==> src/rtl/wb_arb_pkg.sv <==
// Shared definitions for the Wishbone CPU/DMA bus arbiter: FSM state
// encoding, bus field widths and a helper that sizes saturating counters.
package wb_arb_pkg;

    typedef enum logic [1:0] {
        S_CPU  = 2'd0,   // CPU owns the bus
        S_HAND = 2'd1,   // dead cycle before a DMA tenure
        S_DMA  = 2'd2,   // DMA master owns the bus
        S_RET  = 2'd3    // dead cycle before returning to the CPU
    } arb_state_e;

    localparam int BUS_W = 16;
    localparam int SEL_W = 2;

    // Bits needed to hold values 0..max_val (never less than one bit).
    function automatic int cnt_width(input int max_val);
        return (max_val < 2) ? 1 : $clog2(max_val + 1);
    endfunction

endpackage

==> src/rtl/wb_dma_arbiter_rr_pick.sv <==
// Combinational round-robin selector: returns the first requester found
// at or after rr_ptr+1 (modulo NDMA), plus a flag saying anyone asked.
module rr_pick
    import wb_arb_pkg::*;
#(
    parameter int NDMA  = 2,
    parameter int PTR_W = cnt_width(NDMA - 1)
) (
    input  logic [NDMA-1:0]  req,
    input  logic [PTR_W-1:0] rr_ptr,
    output logic [PTR_W-1:0] win,
    output logic             valid
);

    // Candidate gi is the master sitting gi+1 places after the pointer.
    logic [PTR_W-1:0] cand_idx [NDMA];
    logic [NDMA-1:0]  cand_hit;

    genvar gi;
    generate
        for (gi = 0; gi < NDMA; gi++) begin : g_cand
            assign cand_idx[gi] = PTR_W'((int'(rr_ptr) + 1 + gi) % NDMA);
            assign cand_hit[gi] = req[cand_idx[gi]];
        end
    endgenerate

    // Scan from the farthest candidate back so the nearest requester wins.
    always_comb begin
        win   = '0;
        valid = 1'b0;
        for (int i = NDMA - 1; i >= 0; i--) begin
            if (cand_hit[i]) begin
                win   = cand_idx[i];
                valid = 1'b1;
            end
        end
    end

endmodule

==> src/rtl/wb_dma_arbiter.sv <==
// Wishbone bus arbiter: shares the 16-bit bus between the CPU (default
// owner) and NDMA DMA masters. Ownership only changes between Wishbone
// cycles, with a dead cycle on each hand-over, a guaranteed CPU window
// between DMA tenures and an optional cap on DMA tenure length.
module wb_dma_arbiter
    import wb_arb_pkg::*;
#(
    parameter int NDMA     = 2,
    parameter int CPU_SLOT = 8,
    parameter int MAX_HOLD = 64
) (
    input  logic                  wb_clk_i,
    input  logic                  wb_rst_n_i,
    // CPU master
    input  logic                  cpu_cyc_i,
    input  logic                  cpu_stb_i,
    input  logic                  cpu_we_i,
    input  logic [SEL_W-1:0]      cpu_sel_i,
    input  logic [BUS_W-1:0]      cpu_adr_i,
    input  logic [BUS_W-1:0]      cpu_dat_i,
    output logic                  cpu_ack_o,
    output logic                  cpu_gnt_o,
    // DMA masters (packed, master i in slice i)
    input  logic [NDMA-1:0]       dma_req_i,
    output logic [NDMA-1:0]       dma_gnt_o,
    input  logic [NDMA-1:0]       dma_cyc_i,
    input  logic [NDMA-1:0]       dma_stb_i,
    input  logic [NDMA-1:0]       dma_we_i,
    input  logic [SEL_W*NDMA-1:0] dma_sel_i,
    input  logic [BUS_W*NDMA-1:0] dma_adr_i,
    input  logic [BUS_W*NDMA-1:0] dma_dat_i,
    output logic [NDMA-1:0]       dma_ack_o,
    // Shared bus
    output logic                  wb_cyc_o,
    output logic                  wb_stb_o,
    output logic                  wb_we_o,
    output logic [SEL_W-1:0]      wb_sel_o,
    output logic [BUS_W-1:0]      wb_adr_o,
    output logic [BUS_W-1:0]      wb_dat_o,
    input  logic                  wb_ack_i
);

    localparam int PTR_W  = cnt_width(NDMA - 1);
    localparam int SLOT_W = cnt_width(CPU_SLOT);
    localparam int HOLD_W = cnt_width(MAX_HOLD);

    localparam logic [PTR_W-1:0]  PTR_RST  = PTR_W'(NDMA - 1);
    localparam logic [SLOT_W-1:0] SLOT_MAX = SLOT_W'(CPU_SLOT);
    localparam logic [HOLD_W-1:0] HOLD_MAX = HOLD_W'(MAX_HOLD);

    arb_state_e        state_q,   state_d;
    logic              cpu_gnt_q, cpu_gnt_d;
    logic [NDMA-1:0]   dma_gnt_q, dma_gnt_d;
    logic [PTR_W-1:0]  rr_ptr_q,  rr_ptr_d;
    logic [PTR_W-1:0]  win_q,     win_d;      // master chosen for the current/next tenure
    logic [SLOT_W-1:0] slot_q,    slot_d;     // CPU clocks since it got the bus back
    logic [HOLD_W-1:0] hold_q,    hold_d;     // clocks into the current DMA tenure

    logic [PTR_W-1:0]  pick_win;
    logic              pick_valid;
    logic              hold_expired;

    rr_pick #(
        .NDMA  (NDMA),
        .PTR_W (PTR_W)
    ) u_rr_pick (
        .req    (dma_req_i),
        .rr_ptr (rr_ptr_q),
        .win    (pick_win),
        .valid  (pick_valid)
    );

    // Unpack the per-master buses so the mux can index them directly.
    logic [SEL_W-1:0] dma_sel_a [NDMA];
    logic [BUS_W-1:0] dma_adr_a [NDMA];
    logic [BUS_W-1:0] dma_dat_a [NDMA];

    genvar gi;
    generate
        for (gi = 0; gi < NDMA; gi++) begin : g_unpack
            assign dma_sel_a[gi] = dma_sel_i[SEL_W*gi +: SEL_W];
            assign dma_adr_a[gi] = dma_adr_i[BUS_W*gi +: BUS_W];
            assign dma_dat_a[gi] = dma_dat_i[BUS_W*gi +: BUS_W];
        end
    endgenerate

    assign hold_expired = (MAX_HOLD != 0) && (hold_q >= HOLD_MAX);

    // Next-state logic: ownership moves only when the current owner is between cycles.
    always_comb begin
        state_d   = state_q;
        cpu_gnt_d = cpu_gnt_q;
        dma_gnt_d = dma_gnt_q;
        rr_ptr_d  = rr_ptr_q;
        win_d     = win_q;
        slot_d    = slot_q;
        hold_d    = hold_q;
        case (state_q)
            S_CPU: begin
                if (slot_q != SLOT_MAX) begin
                    slot_d = slot_q + 1'b1;
                end
                if (pick_valid && (slot_q == SLOT_MAX) && !cpu_cyc_i) begin
                    state_d   = S_HAND;
                    cpu_gnt_d = 1'b0;
                    win_d     = pick_win;
                end
            end
            S_HAND: begin
                state_d          = S_DMA;
                dma_gnt_d        = '0;
                dma_gnt_d[win_q] = 1'b1;
                rr_ptr_d         = win_q;
                hold_d           = '0;
            end
            S_DMA: begin
                if (hold_q != HOLD_MAX) begin
                    hold_d = hold_q + 1'b1;
                end
                // A running cycle is never cut; release only once cyc is low.
                if (!dma_cyc_i[win_q] && (!dma_req_i[win_q] || hold_expired)) begin
                    state_d   = S_RET;
                    dma_gnt_d = '0;
                end
            end
            S_RET: begin
                state_d   = S_CPU;
                cpu_gnt_d = 1'b1;
                slot_d    = '0;
            end
            default: begin
                state_d = S_CPU;
            end
        endcase
    end

    // State and grant registers; reset drops any DMA grant at once.
    always_ff @(posedge wb_clk_i or negedge wb_rst_n_i) begin
        if (!wb_rst_n_i) begin
            state_q   <= S_CPU;
            cpu_gnt_q <= 1'b1;
            dma_gnt_q <= '0;
            rr_ptr_q  <= PTR_RST;
            win_q     <= '0;
            slot_q    <= SLOT_MAX;
            hold_q    <= '0;
        end else begin
            state_q   <= state_d;
            cpu_gnt_q <= cpu_gnt_d;
            dma_gnt_q <= dma_gnt_d;
            rr_ptr_q  <= rr_ptr_d;
            win_q     <= win_d;
            slot_q    <= slot_d;
            hold_q    <= hold_d;
        end
    end

    assign cpu_gnt_o = cpu_gnt_q;
    assign dma_gnt_o = dma_gnt_q;

    // Bus mux and ack routing from the registered owner; dead cycles drive nothing.
    always_comb begin
        wb_cyc_o  = 1'b0;
        wb_stb_o  = 1'b0;
        wb_we_o   = 1'b0;
        wb_sel_o  = '0;
        wb_adr_o  = '0;
        wb_dat_o  = '0;
        cpu_ack_o = 1'b0;
        dma_ack_o = '0;
        case (state_q)
            S_CPU: begin
                wb_cyc_o  = cpu_cyc_i;
                wb_stb_o  = cpu_stb_i;
                wb_we_o   = cpu_we_i;
                wb_sel_o  = cpu_sel_i;
                wb_adr_o  = cpu_adr_i;
                wb_dat_o  = cpu_dat_i;
                cpu_ack_o = wb_ack_i;
            end
            S_DMA: begin
                wb_cyc_o         = dma_cyc_i[win_q];
                wb_stb_o         = dma_stb_i[win_q];
                wb_we_o          = dma_we_i[win_q];
                wb_sel_o         = dma_sel_a[win_q];
                wb_adr_o         = dma_adr_a[win_q];
                wb_dat_o         = dma_dat_a[win_q];
                dma_ack_o[win_q] = wb_ack_i;
            end
            default: begin
            end
        endcase
    end

endmodule

==> config.mk <==
export PLATFORM = sky130hd
export DESIGN_NAME = wb_dma_arbiter
export DESIGN_NICKNAME = d
export VERILOG_FILES = /design/src/rtl/wb_arb_pkg.sv /design/src/rtl/wb_dma_arbiter_rr_pick.sv /design/src/rtl/wb_dma_arbiter.sv
export SDC_FILE = /design/constraint.sdc
export NUM_CORES = 1
export LEC_CHECK = 0
export ABC_CLOCK_PERIOD_IN_PS = 1600
export BUFFER_PORTS_ARGS = -buffer_cell sky130_fd_sc_hd__clkbuf_2
export CELL_PAD_IN_SITES_DETAIL_PLACEMENT = 1
export CELL_PAD_IN_SITES_GLOBAL_PLACEMENT = 1
export CORE_ASPECT_RATIO = 0.8
export CORE_MARGIN = 5
export CORE_UTILIZATION = 22
export CTS_CLUSTER_DIAMETER = 200
export DETAILED_ROUTE_END_ITERATION = 10
export GPL_TIMING_DRIVEN = 0
export HOLD_SLACK_MARGIN = 0.06
export PLACE_DENSITY_LB_ADDON = 0.1
export RECOVER_POWER = 50
export SYNTH_ARGS = -nofsm -noshare
export SYNTH_HDL_FRONTEND = slang
export SYNTH_SLANG_ARGS = --single-unit
==> constraint.sdc <==
create_clock -name wb_clk_i -period 1.6 [get_ports wb_clk_i]
set_input_delay 0.08 -clock wb_clk_i [delete_from_list [all_inputs] [get_ports wb_clk_i]]
set_output_delay 0.08 -clock wb_clk_i [all_outputs]
set_load 0.1 [all_outputs]
==> flow_summary.ini <==
[synth]
ys_top_cells_by_area = mux2i_1 23%, dfrtp_1 21%, nand2_1 9.7%
synth_edf_count = 0
synth_ff_type = dfrtp_1
yosysSeqAreaShare = 0.250
synth_async_sr_flop_share = 1.00
synthCells = 229
ys_ff_latch = 18
yosysTopAreaCell = mux2i_1
synth.cell_area_um2 = 1820
avgSynthCellArea_um2 = 7.93
synth.yosys.warnings = 0
syn_nets = 353
synth_top_area_frac = 0.231
yosysUniqueCellTypes = 38

[sta]
fin_setup_tns_ns = -4.25
fin_crit_ns = 1.74
relSlewSlack = 0.250
tightestPinTransition_ns = 1.12
slew_viol_final = 0
period_share = 1.09
fmax_mhz = 573
hold_violations = 0
final-setup-viol-count = 41
rsz0062_at_grt = yes
layout_setup_ws_ns = -0.144
final.setup_skew_ns = 0.00941

[critical_path]
critPathMostFrequentCell = clkbuf_16
end_kind = output port
cp_slowest_cell = dfrtp_1
critPathTopFamily = buffers and inverters
cp.arrival_ns = 1.66
cp_max_fo = 8
path_buf_inv = 4
crit_path_cell_trace = inv_2 > ha_4 > clkbuf_16 > buf_8 > a22o_4 > clkbuf_16
cpPeakStageDelay_ns = 0.39
path_class = flip-flop to output port
worstPathRequired_ns = 1.52
cp-start-kind = flip-flop

[finish]
multiInputGateArea_um2 = 2040
final_nets = 544
drive_above_1_share = 0.768
syn_to_final_growth_pct = 169
nFillCells = 838
diodes = 0
seq_area_um2 = 454
final_common_cell = clkbuf_2
final_area_um2 = 4880
finish.utilization = 0.612
final_cell_mix = 117 x clkbuf_2, 49 x clkbuf_16, 36 x o21ai_4

[clocking]
clk_pin_slew_ns = 0.08
cts-root-buf = clkbuf_8
clockBufferDepth = 2
clk_latency_ns = 0.26
clock-sinks = 18
htree_levels = 1
cts_tree = yes
numCtsBuffers = 3

[outcome]
status = complete, but fails checks
violations = negative setup slack

[drt]
ant_nets = 0
detail_route.iter0.violations = 86
dr.pass1.iters = 4
wl_per_cell_um = 20.8
drc = 0
vias = 2504
wl_um = 11000
drt-vias-per-instance = 4.75

[placed_design]
finalWeightedCongestion = 0.832
io_buffers = 158
place_area_um2 = 3230
dp_hpwl_um = 6820

[floorplanning]
die_x_um = 112
initial_utilization = 0.228
die_area_um2 = 10200
pin_count = 159
core_area_um2 = 7980
die_height_um = 91.3
rows = 29

[global_routing]
grt_max_degree = 19
grt_usage = 0.198
grt_pass1_wl_um = 16200
globalRouteOverflowTotal = 0
grt_antenna_before_repair = 0
first_global_vias = 2795

[worst_hold_path]
hold_class = input port to flip-flop

[job]
cap_violations = 0
## final cells by class
class	count	area share
Tap cell	108	0.0277
Multi-Input combinational cell	186	0.419
Clock buffer	4	0.00922
Buffer	15	0.0576
Inverter	9	0.00846
Sequential cell	18	0.0930
Timing Repair Buffer	187	0.385
## stage by stage
stage / setup WS, ns / std cells / hold WS, ns
floorplan: -0.0969 / 229 / -0.216
global placement: -0.426 / 495 / 0.0703
detailed placement: -0.484 / 495 / 0.0759
CTS: -0.113 / 521 / 0.123
global route: -0.183 / 527 / 0.122
finish: -0.144 / 527 / 0.133
## worst min-delay path, stage by stage
cell and delay, ns:
clkbuf_2 0.12, nand2b_1 0.08, a31oi_1 0.08
## final timing paths
check / depth (start not counted) / to / start / slack [ns]
worst max-delay path: 6 / wb_cyc_o / state_q[0]$_DFFE_PN0P_ / -0.14
worst min-delay path: 3 / win_q$_DFFE_PN0P_ / dma_req_i[1] / 0.13
worst max register to register: 6 / state_q[1]$_DFFE_PN0P_ / slot_q[0]$_DFFE_PN0P_ / -0.10
worst min register to register: 2 / dma_gnt_o[1]$_DFFE_PN0P_ / dma_gnt_o[1]$_DFFE_PN0P_ / 0.51
max in group asynchronous: 2 / state_q[1]$_DFFE_PN0P_ / wb_rst_n_i / 0.37
min in group asynchronous: 2 / dma_gnt_o[0]$_DFFE_PN0P_ / wb_rst_n_i / 0.55
## synthesized netlist by cell type, drive strengths merged (2+ instances only)
cell / n
inv: 9
o22ai: 7
dfrtp: 15
a21oi: 5
nor2: 5
xor2: 2
nand2: 47
clkbuf: 10
mux2i: 42
a22o: 2
dfstp: 3
o21ai: 38
xnor2: 3
and3: 3
ha: 8
mux2: 4
buf: 6
nand2b: 2
nand3: 4
nor3b: 2
nor2b: 2
## repair_timing
action / CTS / global route
hold buffers: 2 / 0
hold endpoints to repair: 16 / 0
buffers inserted: 16 / 4
endpoints found under the setup margin: 44 / 47
pin swaps: 4 / 3
gates cloned: 4 / 4
gates resized for setup: 181 / 65
## cell families after synthesis
logic type                 synth area share
adders and majority gates            0.0551
DFF                                   0.250
AOI/OAI and AO/OA                     0.177
and+or+nand+nor                       0.179
muxes                                 0.256
buffers and inverters                0.0585
xor gates and xnor gates             0.0241
## flip-flops by register name, indices dropped and copies added, names as in the netlist
register / flops
win_q: 1
state_q: 2
rr_ptr_q: 1
hold_q: 7
dma_gnt_o: 2
cpu_gnt_o: 1
slot_q: 4
## layer usage
| layer | vias to the layer above | share of wire | global-route usage |
|---|---|---|---|
| met4 | 0 | 0.0059 | 0.0193 |
| met2 | 96 | 0.56 | 0.390 |
| met3 | 4 | 0.053 | 0.0405 |
| li1 | 1184 | - | - |
| met1 | 1220 | 0.38 | 0.227 |
| met5 | - | 0 | 0 |
Power is not shown: default switching activity piles up to over one toggle a cycle in this logic, so the estimate is an artifact.
